File: src/rtl/hazard_scoreboard_pkg.sv
// hazard_pkg: shared slot type, default widths and latency classes for the hazard scoreboard.
package hazard_pkg;
  localparam int SLOT_REG_BITS = 5;
  localparam int DEF_DEPTH = 4;
  localparam int SLOT_LAT_BITS = $clog2(DEF_DEPTH + 1);
  localparam int FWD_REGFILE = 0;
  localparam int LAT_ALU = 1;
  localparam int LAT_LOAD = 2;
  localparam int LAT_MULDIV = DEF_DEPTH;
  typedef struct packed {
    logic valid;
    logic [SLOT_REG_BITS-1:0] rd;
    logic [SLOT_LAT_BITS-1:0] lat;
  } slot_t;
endpackage

File: src/rtl/hazard_scoreboard_match.sv
// hazard_match: youngest in-flight writer of one source register and whether its result is still unavailable.
module hazard_match import hazard_pkg::*; #(
  parameter int REG_BITS = SLOT_REG_BITS,
  parameter int DEPTH = DEF_DEPTH,
  parameter int LAT_BITS = SLOT_LAT_BITS
) (
  input  slot_t               slots [DEPTH],
  input  logic [REG_BITS-1:0] r,
  output logic                hit,
  output logic [LAT_BITS-1:0] idx,
  output logic                hazard
);
  logic [LAT_BITS-1:0] lat_m;
  always_comb begin
    hit = 1'b0;
    idx = '0;
    lat_m = '0;
    for (int i = DEPTH - 1; i >= 0; i--)
      if (slots[i].valid && slots[i].rd == r && r != '0) begin
        hit = 1'b1;
        idx = LAT_BITS'(i);
        lat_m = slots[i].lat;
      end
    hazard = hit && ((idx + LAT_BITS'(1)) < lat_m);
  end
endmodule

File: src/rtl/hazard_scoreboard.sv
// hazard_scoreboard: tracks in-flight writes, stalls decode on unready operands and issues forwarding selects.
module hazard_scoreboard import hazard_pkg::*; #(
  parameter int REG_BITS = SLOT_REG_BITS,
  parameter int DEPTH = DEF_DEPTH,
  parameter int LAT_BITS = SLOT_LAT_BITS,
  parameter int CNT_WIDTH = 32
) (
  input  logic                 clk,
  input  logic                 rstn,
  input  logic                 id_valid,
  input  logic [REG_BITS-1:0]  id_rs1,
  input  logic [REG_BITS-1:0]  id_rs2,
  input  logic                 id_rs1_used,
  input  logic                 id_rs2_used,
  input  logic [REG_BITS-1:0]  id_rd,
  input  logic                 id_rd_wr,
  input  logic [LAT_BITS-1:0]  id_lat,
  input  logic                 flush,
  output logic                 stall,
  output logic                 ex_valid,
  output logic [LAT_BITS-1:0]  fwd_a,
  output logic [LAT_BITS-1:0]  fwd_b,
  output logic [CNT_WIDTH-1:0] stall_cnt
);
  slot_t slots [DEPTH];
  logic hit1, hit2, hz1, hz2, issue;
  logic [LAT_BITS-1:0] idx1, idx2, lat_c;
  hazard_match #(.REG_BITS(REG_BITS), .DEPTH(DEPTH), .LAT_BITS(LAT_BITS)) u_m1 (
    .slots(slots), .r(id_rs1), .hit(hit1), .idx(idx1), .hazard(hz1)
  );
  hazard_match #(.REG_BITS(REG_BITS), .DEPTH(DEPTH), .LAT_BITS(LAT_BITS)) u_m2 (
    .slots(slots), .r(id_rs2), .hit(hit2), .idx(idx2), .hazard(hz2)
  );
  always_comb begin
    stall = id_valid && !flush && ((id_rs1_used && hz1) || (id_rs2_used && hz2));
    issue = id_valid && !stall && !flush;
    lat_c = (id_lat == '0) ? LAT_BITS'(1) : (id_lat > LAT_BITS'(DEPTH)) ? LAT_BITS'(DEPTH) : id_lat;
  end
  // slot i holds the producer that sits in stage i+1 during the next cycle
  always_ff @(posedge clk or negedge rstn) begin
    if (!rstn) begin
      for (int i = 0; i < DEPTH; i++) slots[i] <= '0;
      ex_valid <= 1'b0;
      fwd_a <= LAT_BITS'(FWD_REGFILE);
      fwd_b <= LAT_BITS'(FWD_REGFILE);
      stall_cnt <= '0;
    end else begin
      slots[0] <= (issue && id_rd_wr && id_rd != '0) ? '{1'b1, id_rd, lat_c} : '0;
      for (int i = 1; i < DEPTH; i++) slots[i] <= slots[i-1];
      ex_valid <= issue;
      fwd_a <= (issue && id_rs1_used && hit1) ? idx1 + LAT_BITS'(1) : LAT_BITS'(FWD_REGFILE);
      fwd_b <= (issue && id_rs2_used && hit2) ? idx2 + LAT_BITS'(1) : LAT_BITS'(FWD_REGFILE);
      if (stall && stall_cnt != '1) stall_cnt <= stall_cnt + CNT_WIDTH'(1);
    end
  end
  a_lat_range: assert property (@(posedge clk) disable iff (!rstn)
    !(id_valid && id_rd_wr && id_lat > LAT_BITS'(DEPTH)));
endmodule
File: config.mk
export PLATFORM = sky130hd
export DESIGN_NAME = hazard_scoreboard
export DESIGN_NICKNAME = d
export VERILOG_FILES = /design/src/rtl/hazard_scoreboard_pkg.sv /design/src/rtl/hazard_scoreboard_match.sv /design/src/rtl/hazard_scoreboard.sv
export SDC_FILE = /design/constraint.sdc
export NUM_CORES = 1
export LEC_CHECK = 0
export CELL_PAD_IN_SITES_DETAIL_PLACEMENT = 1
export CELL_PAD_IN_SITES_GLOBAL_PLACEMENT = 2
export CORE_ASPECT_RATIO = 0.75
export CORE_UTILIZATION = 37
export DETAILED_ROUTE_END_ITERATION = 10
export PLACE_DENSITY_LB_ADDON = 0.08
export SYNTH_ARGS = -nofsm -noshare
export SYNTH_HDL_FRONTEND = slang
export SYNTH_SLANG_ARGS = --single-unit
File: constraint.sdc
create_clock -name clk -period 7.62 [get_ports clk]
set_input_delay 1.143 -clock clk [delete_from_list [all_inputs] [get_ports clk]]
set_output_delay 1.143 -clock clk [all_outputs]
set_load 0.005 [all_outputs]
# Word level (Yosys, flattened, before mapping)
# Cells that the tools add are included.
[totals]
ff_bits = 75
inputBits = 25
word_cells = 98
output_inout_bits = 40
[op_classes]
order_cmp = 3
muxes = 29
n_addsub = 3
n_eq_ne = 9
reduce_logical = 38
[op_table]
columns = ["operator", "n"]
rows = [
  ["$eq A5 B5 Y1", 8],
  ["$mux W3", 12],
  ["$add A32 B1 Y32 const B", 1],
  ["$ne A32 B32 Y1 const B", 1],
  ["$logic_and A1 B1 Y1", 31],
  ["$mux W2", 8],
  ["$reduce_bool A5 Y1", 3],
  ["$mux W9", 1],
  ["$mux W1", 8],
  ["$add A2 B1 Y3 const B", 2],
  ["$lt A3 B3 Y1", 2],
  ["$gt A3 B3 Y1 const B", 1],
  ["$logic_not A3 Y1", 1],
  ["$logic_not A1 Y1", 2],
  ["$logic_or A1 B1 Y1", 1],
]

# Depth between registers and ports, before layout
[logic_depth]
word_depth = 19
depth_mapped = 19
depth_no_buf = 16

# Cells and area by module
# From an unflattened synthesis, not the netlist that was laid out.
[unflattened]
hier_cells = 349
hier_area_um2 = 3839.9
[by_module_without_submodules]
columns = ["module", "seq_area_each_um2", "cells_each", "n_inst", "area_each_um2"]
rows = [
  ["hazard_scoreboard", 1876.8, 219, 1, 2854.0],
  ["hazard_match", 0.0, 65, 2, 493.0],
]

# Least setup slack after synthesis
# No wires, ideal clock.
[synth_path]
path_type = "input to output"
from = "input id_rs2[1]"
to = "output stall"
setup_slack_ns = 2.283
path_stages = 14
t_arrival_ns = 4.194
n_path_buf = 1
cell_sequence = "buf_2 -> or4_4 -> o211ai_2 -> nor3_2 -> nor3_1 -> a22oi_1 -> a211oi_1 -> a21oi_1 -> ha_1 -> and2_1 -> o2111a_1 -> a2111oi_4 -> a22oi_1 -> nor2_1"
[synth_via]
elab_chain_len = 13
[synth_rtl]
columns = ["item", "line", "rtl"]
rows = [
  ["start: declaration", "hazard_scoreboard.sv:12", "input logic [REG_BITS-1:0] id_rs2,"],
  ["$eq A5 B5 Y1", "hazard_scoreboard_match.sv:19", "if (slots[i].valid && slots[i].rd == r && r != '0) begin"],
  ["$logic_and A1 B1 Y1 (2 in series)", "hazard_scoreboard_match.sv:19", ""],
  ["$mux W2 (4 in series)", "hazard_scoreboard_match.sv:19", ""],
  ["$add A2 B1 Y3", "hazard_scoreboard_match.sv:24", "hazard = hit && ((idx + LAT_BITS'(1)) < lat_m);"],
  ["$lt A3 B3 Y1", "hazard_scoreboard_match.sv:24", ""],
  ["$logic_and A1 B1 Y1 (*)", "hazard_scoreboard_match.sv:24", ""],
  ["$logic_and A1 B1 Y1 (*)", "hazard_scoreboard.sv:35", "stall = id_valid && !flush && ((id_rs1_used && hz1) || (id_rs2_used && hz2));"],
  ["$logic_or A1 B1 Y1 (*)", "hazard_scoreboard.sv:35", ""],
  ["$logic_and A1 B1 Y1 (*)", "hazard_scoreboard.sv:35", ""],
  ["end: declaration", "hazard_scoreboard.sv:19", "output logic stall,"],
]
# Every way passes the cells marked *; elsewhere a longest branch is shown, timed or not.

# Final worst setup path
[layout_path]
from = "input id_rs2[2]"
to = "output stall"
# Same word-level chain as after synthesis.

==> flow_metrics.py <==
metrics = {
    "run_status": {
        "outcome": "finished clean",
    },
    "sta": {
        "rsz0062_at_grt": "no",
        "period_needed_ps": 6960,
        "clock_skew_ps": 4.14,
        "whs_ps": 348,
        "setup_viol_count_final": 0,
        "period_share": 0.914,
        "maxSlewHeadroom": 0.233,
        "slew_violations": 0,
        "setup_ws_ps": 657,
        "finalHoldViolCount": 0,
        "clock.fmax_mhz": 144,
        "tns_ps": 0,
        "worst_slew_pin_slew_ps": 1150,
    },
    "route": {
        "drt-initial-drc-count": 134,
        "dr.pass1.iters": 4,
        "vias": 2861,
        "vias_per_cell": 5.27,
        "ant_nets": 0,
        "totalWireLength_um": 10200,
        "wl_per_cell_um": 18.7,
        "drc": 0,
    },
    "synth": {
        "yosysTopAreaCell": "dfrtp_1",
        "yosys-top-cells-area": "dfrtp_1, xnor2_1, nand4_1",
        "synth_area_um2": 3870,
        "synth_seq_cells": 75,
        "synth_top_area_frac": 0.485,
        "asyncSetResetFlopFracSynth": 1.00,
        "ys_seq_area_frac": 0.485,
        "ys.flop_type": "dfrtp_1",
        "syn-num-nets": 378,
        "synth.avg_cell_area_um2": 11.2,
        "synth_edf_count": 0,
        "yosysWarnings": 0,
        "ys_types": 52,
        "syn_inst": 346,
    },
    "pwr": {
        "vdd_drop_max_uv": 87.7,
        "p_leak_nw": 2.01,
        "p_per_area_nw_per_um2": 184,
        "power.total_uw": 900,
    },
    "job": {
        "cap_violations": 0,
    },
    "grt": {
        "grt_usage": 0.204,
        "antenna_found_initial": 0,
        "grt_pass1_wl_um": 16500,
        "grt_overflow_total": 0,
        "grt_max_degree": 76,
        "grt_pass1_vias": 2949,
    },
    "floorplan": {
        "core_um2": 9890,
        "die_w_um": 120,
        "start_util": 0.391,
        "pin_count": 65,
        "fp.dieH_um": 90.6,
        "dieArea_um2": 10900,
        "num_rows": 31,
    },
    "cts": {
        "clkSinkCount": 75,
        "cts_tree": "built",
        "cts.clk_slew.worst_paths_ps": 60,
        "post_cts_buffers": 0,
        "cts_resized": 0,
        "cts_buffer_depth": 2,
        "numCtsBuffers": 9,
        "clk_latency_ps": 330,
        "cts-root-buf": "clkbuf_16",
        "htreeDepth": 3,
        "hold_buffers": 0,
    },
    "finish": {
        "finalNonFillerCells": 543,
        "area_growth_pct": 26.7,
        "finalInstanceArea_um2": 4900,
        "n_antenna_cell": 0,
        "fin_util": 0.496,
        "fillCellCount": 1050,
        "mostFrequentLayoutCells": "dfrtp_1, clkdlybuf4s50_1, xnor2_1",
        "final_common_cell": "dfrtp_1",
        "drive_above_1_share": 0.0803,
        "final_net_count": 439,
    },
    "setup_path": {
        "startpoint_type": "primary input",
        "crit_arrival_ps": 5820,
        "slowest_delay_ps": 620,
        "critPathKind": "primary input to output pin",
        "crit_chain": "clkdlybuf4s50_1, or4_4, o211ai_2, nor3_2, nor3_1, a22oi_1, a211oi_1, a21oi_1, ha_1, and2_1, o2111a_1, a2111oi_4, a22oi_1, nor2_1, clkdlybuf4s50_1",
        "cp_top_family": "compound AO/OA/AOI/OAI gates",
        "crit_buf_inv": 2,
        "path_max_fanout": 6,
        "slowest_stage": "or4_4",
        "end_kind": "output pin",
        "critPathRequiredTime_ps": 6480,
    },
    "placement": {
        "portBuffers": 64,
        "place_ws_ps": 644,
        "hpwl_um": 7530,
        "placed_area_um2": 4600,
        "dpl.cell_count": 528,
        "place_congestion": 0.909,
    },
    "min_path": {
        "hp-class": "flop to flop",
    },
}
==> cells by family after synthesis <==
logic type | share of synthesized area
AO/OA/AOI/OAI | 0.0825
multiplexers | 0.00809
adder cells (fa/ha/maj) | 0.0226
buffers and inverters | 0.0223
XOR/XNOR | 0.161
AND/OR/NAND/NOR | 0.219
flip-flops | 0.485
==> power breakdown <==
| group | switching [mW] | internal [mW] | leakage, nW |
|---|---|---|---|
| clock | 0.164 | 0.269 | 0.144 |
| sequential | 0.00555 | 0.404 | 1.04 |
| combinational | 0.0322 | 0.0265 | 0.833 |
| total | 0.201 | 0.699 | 2.01 |
==> Yosys cell counts, types with 3 or more instances <==
cell	n
nand2_1	20
nor3_1	9
ha_1	7
nand3_1	16
a211oi_1	3
nand4_1	19
and3_1	16
nor2_1	21
a22oi_1	3
and2_1	8
buf_2	9
a21oi_1	4
dfrtp_1	75
xor2_1	10
and4_1	5
xnor2_1	61
clkbuf_1	4
nor4_1	3
or3_1	3
nor2b_1	8
==> worst register-to-register path, cell delays in order (launching register included) <==
cell and delay [ps]:
dfrtp_1 450, xnor2_1 180, nand4_1 140, nor4_2 690, nor2_1 180, ha_1 260, ha_1 370, and2_1 200
o2111a_1 150, a2111oi_4 480, a32o_1 1030, nand3_1 240, xnor2_1 200
==> flip-flops by register name (all words and copies together), names as in the netlist <==
| name | count |
|---|---|
| slots | 36 |
| stall_cnt | 32 |
| fwd_a | 3 |
| fwd_b | 3 |
| ex_valid | 1 |
==> layer usage <==
metal  share of wire  track usage  vias to the layer above
met3           0.047       0.0499                       12
met2            0.40        0.273                       67
li1                -            -                     1354
met4           0.014       0.0635                        0
met1            0.54        0.314                     1428
met5               0            0                        -
==> area by class of cell <==
cell class,count,area (µm²),share of cell area
Clock buffer,11,253,0.0515
Clock inverter,4,50.0,0.0102
Timing Repair Buffer,65,646,0.132
Multi-Input combinational cell,254,1910,0.389
Tap cell,132,165,0.0337
Inverter,2,7.51,0.00153
Sequential cell,75,1880,0.383
==> worst paths after layout <==
path	start	end	slack [ps]	cells after the start
worst min-delay path	slots[27]	slots[18]	350	0
worst max-delay path	id_rs2[2]	stall	660	15
max in group asynchronous	rstn	fwd_a[1]	6050	1
worst max register to register	slots[32]	stall_cnt[19]	2930	12
min in group asynchronous	rstn	stall_cnt[17]	940	1
worst min register to register	slots[27]	slots[18]	350	0
(Power assumes the default switching activity.)
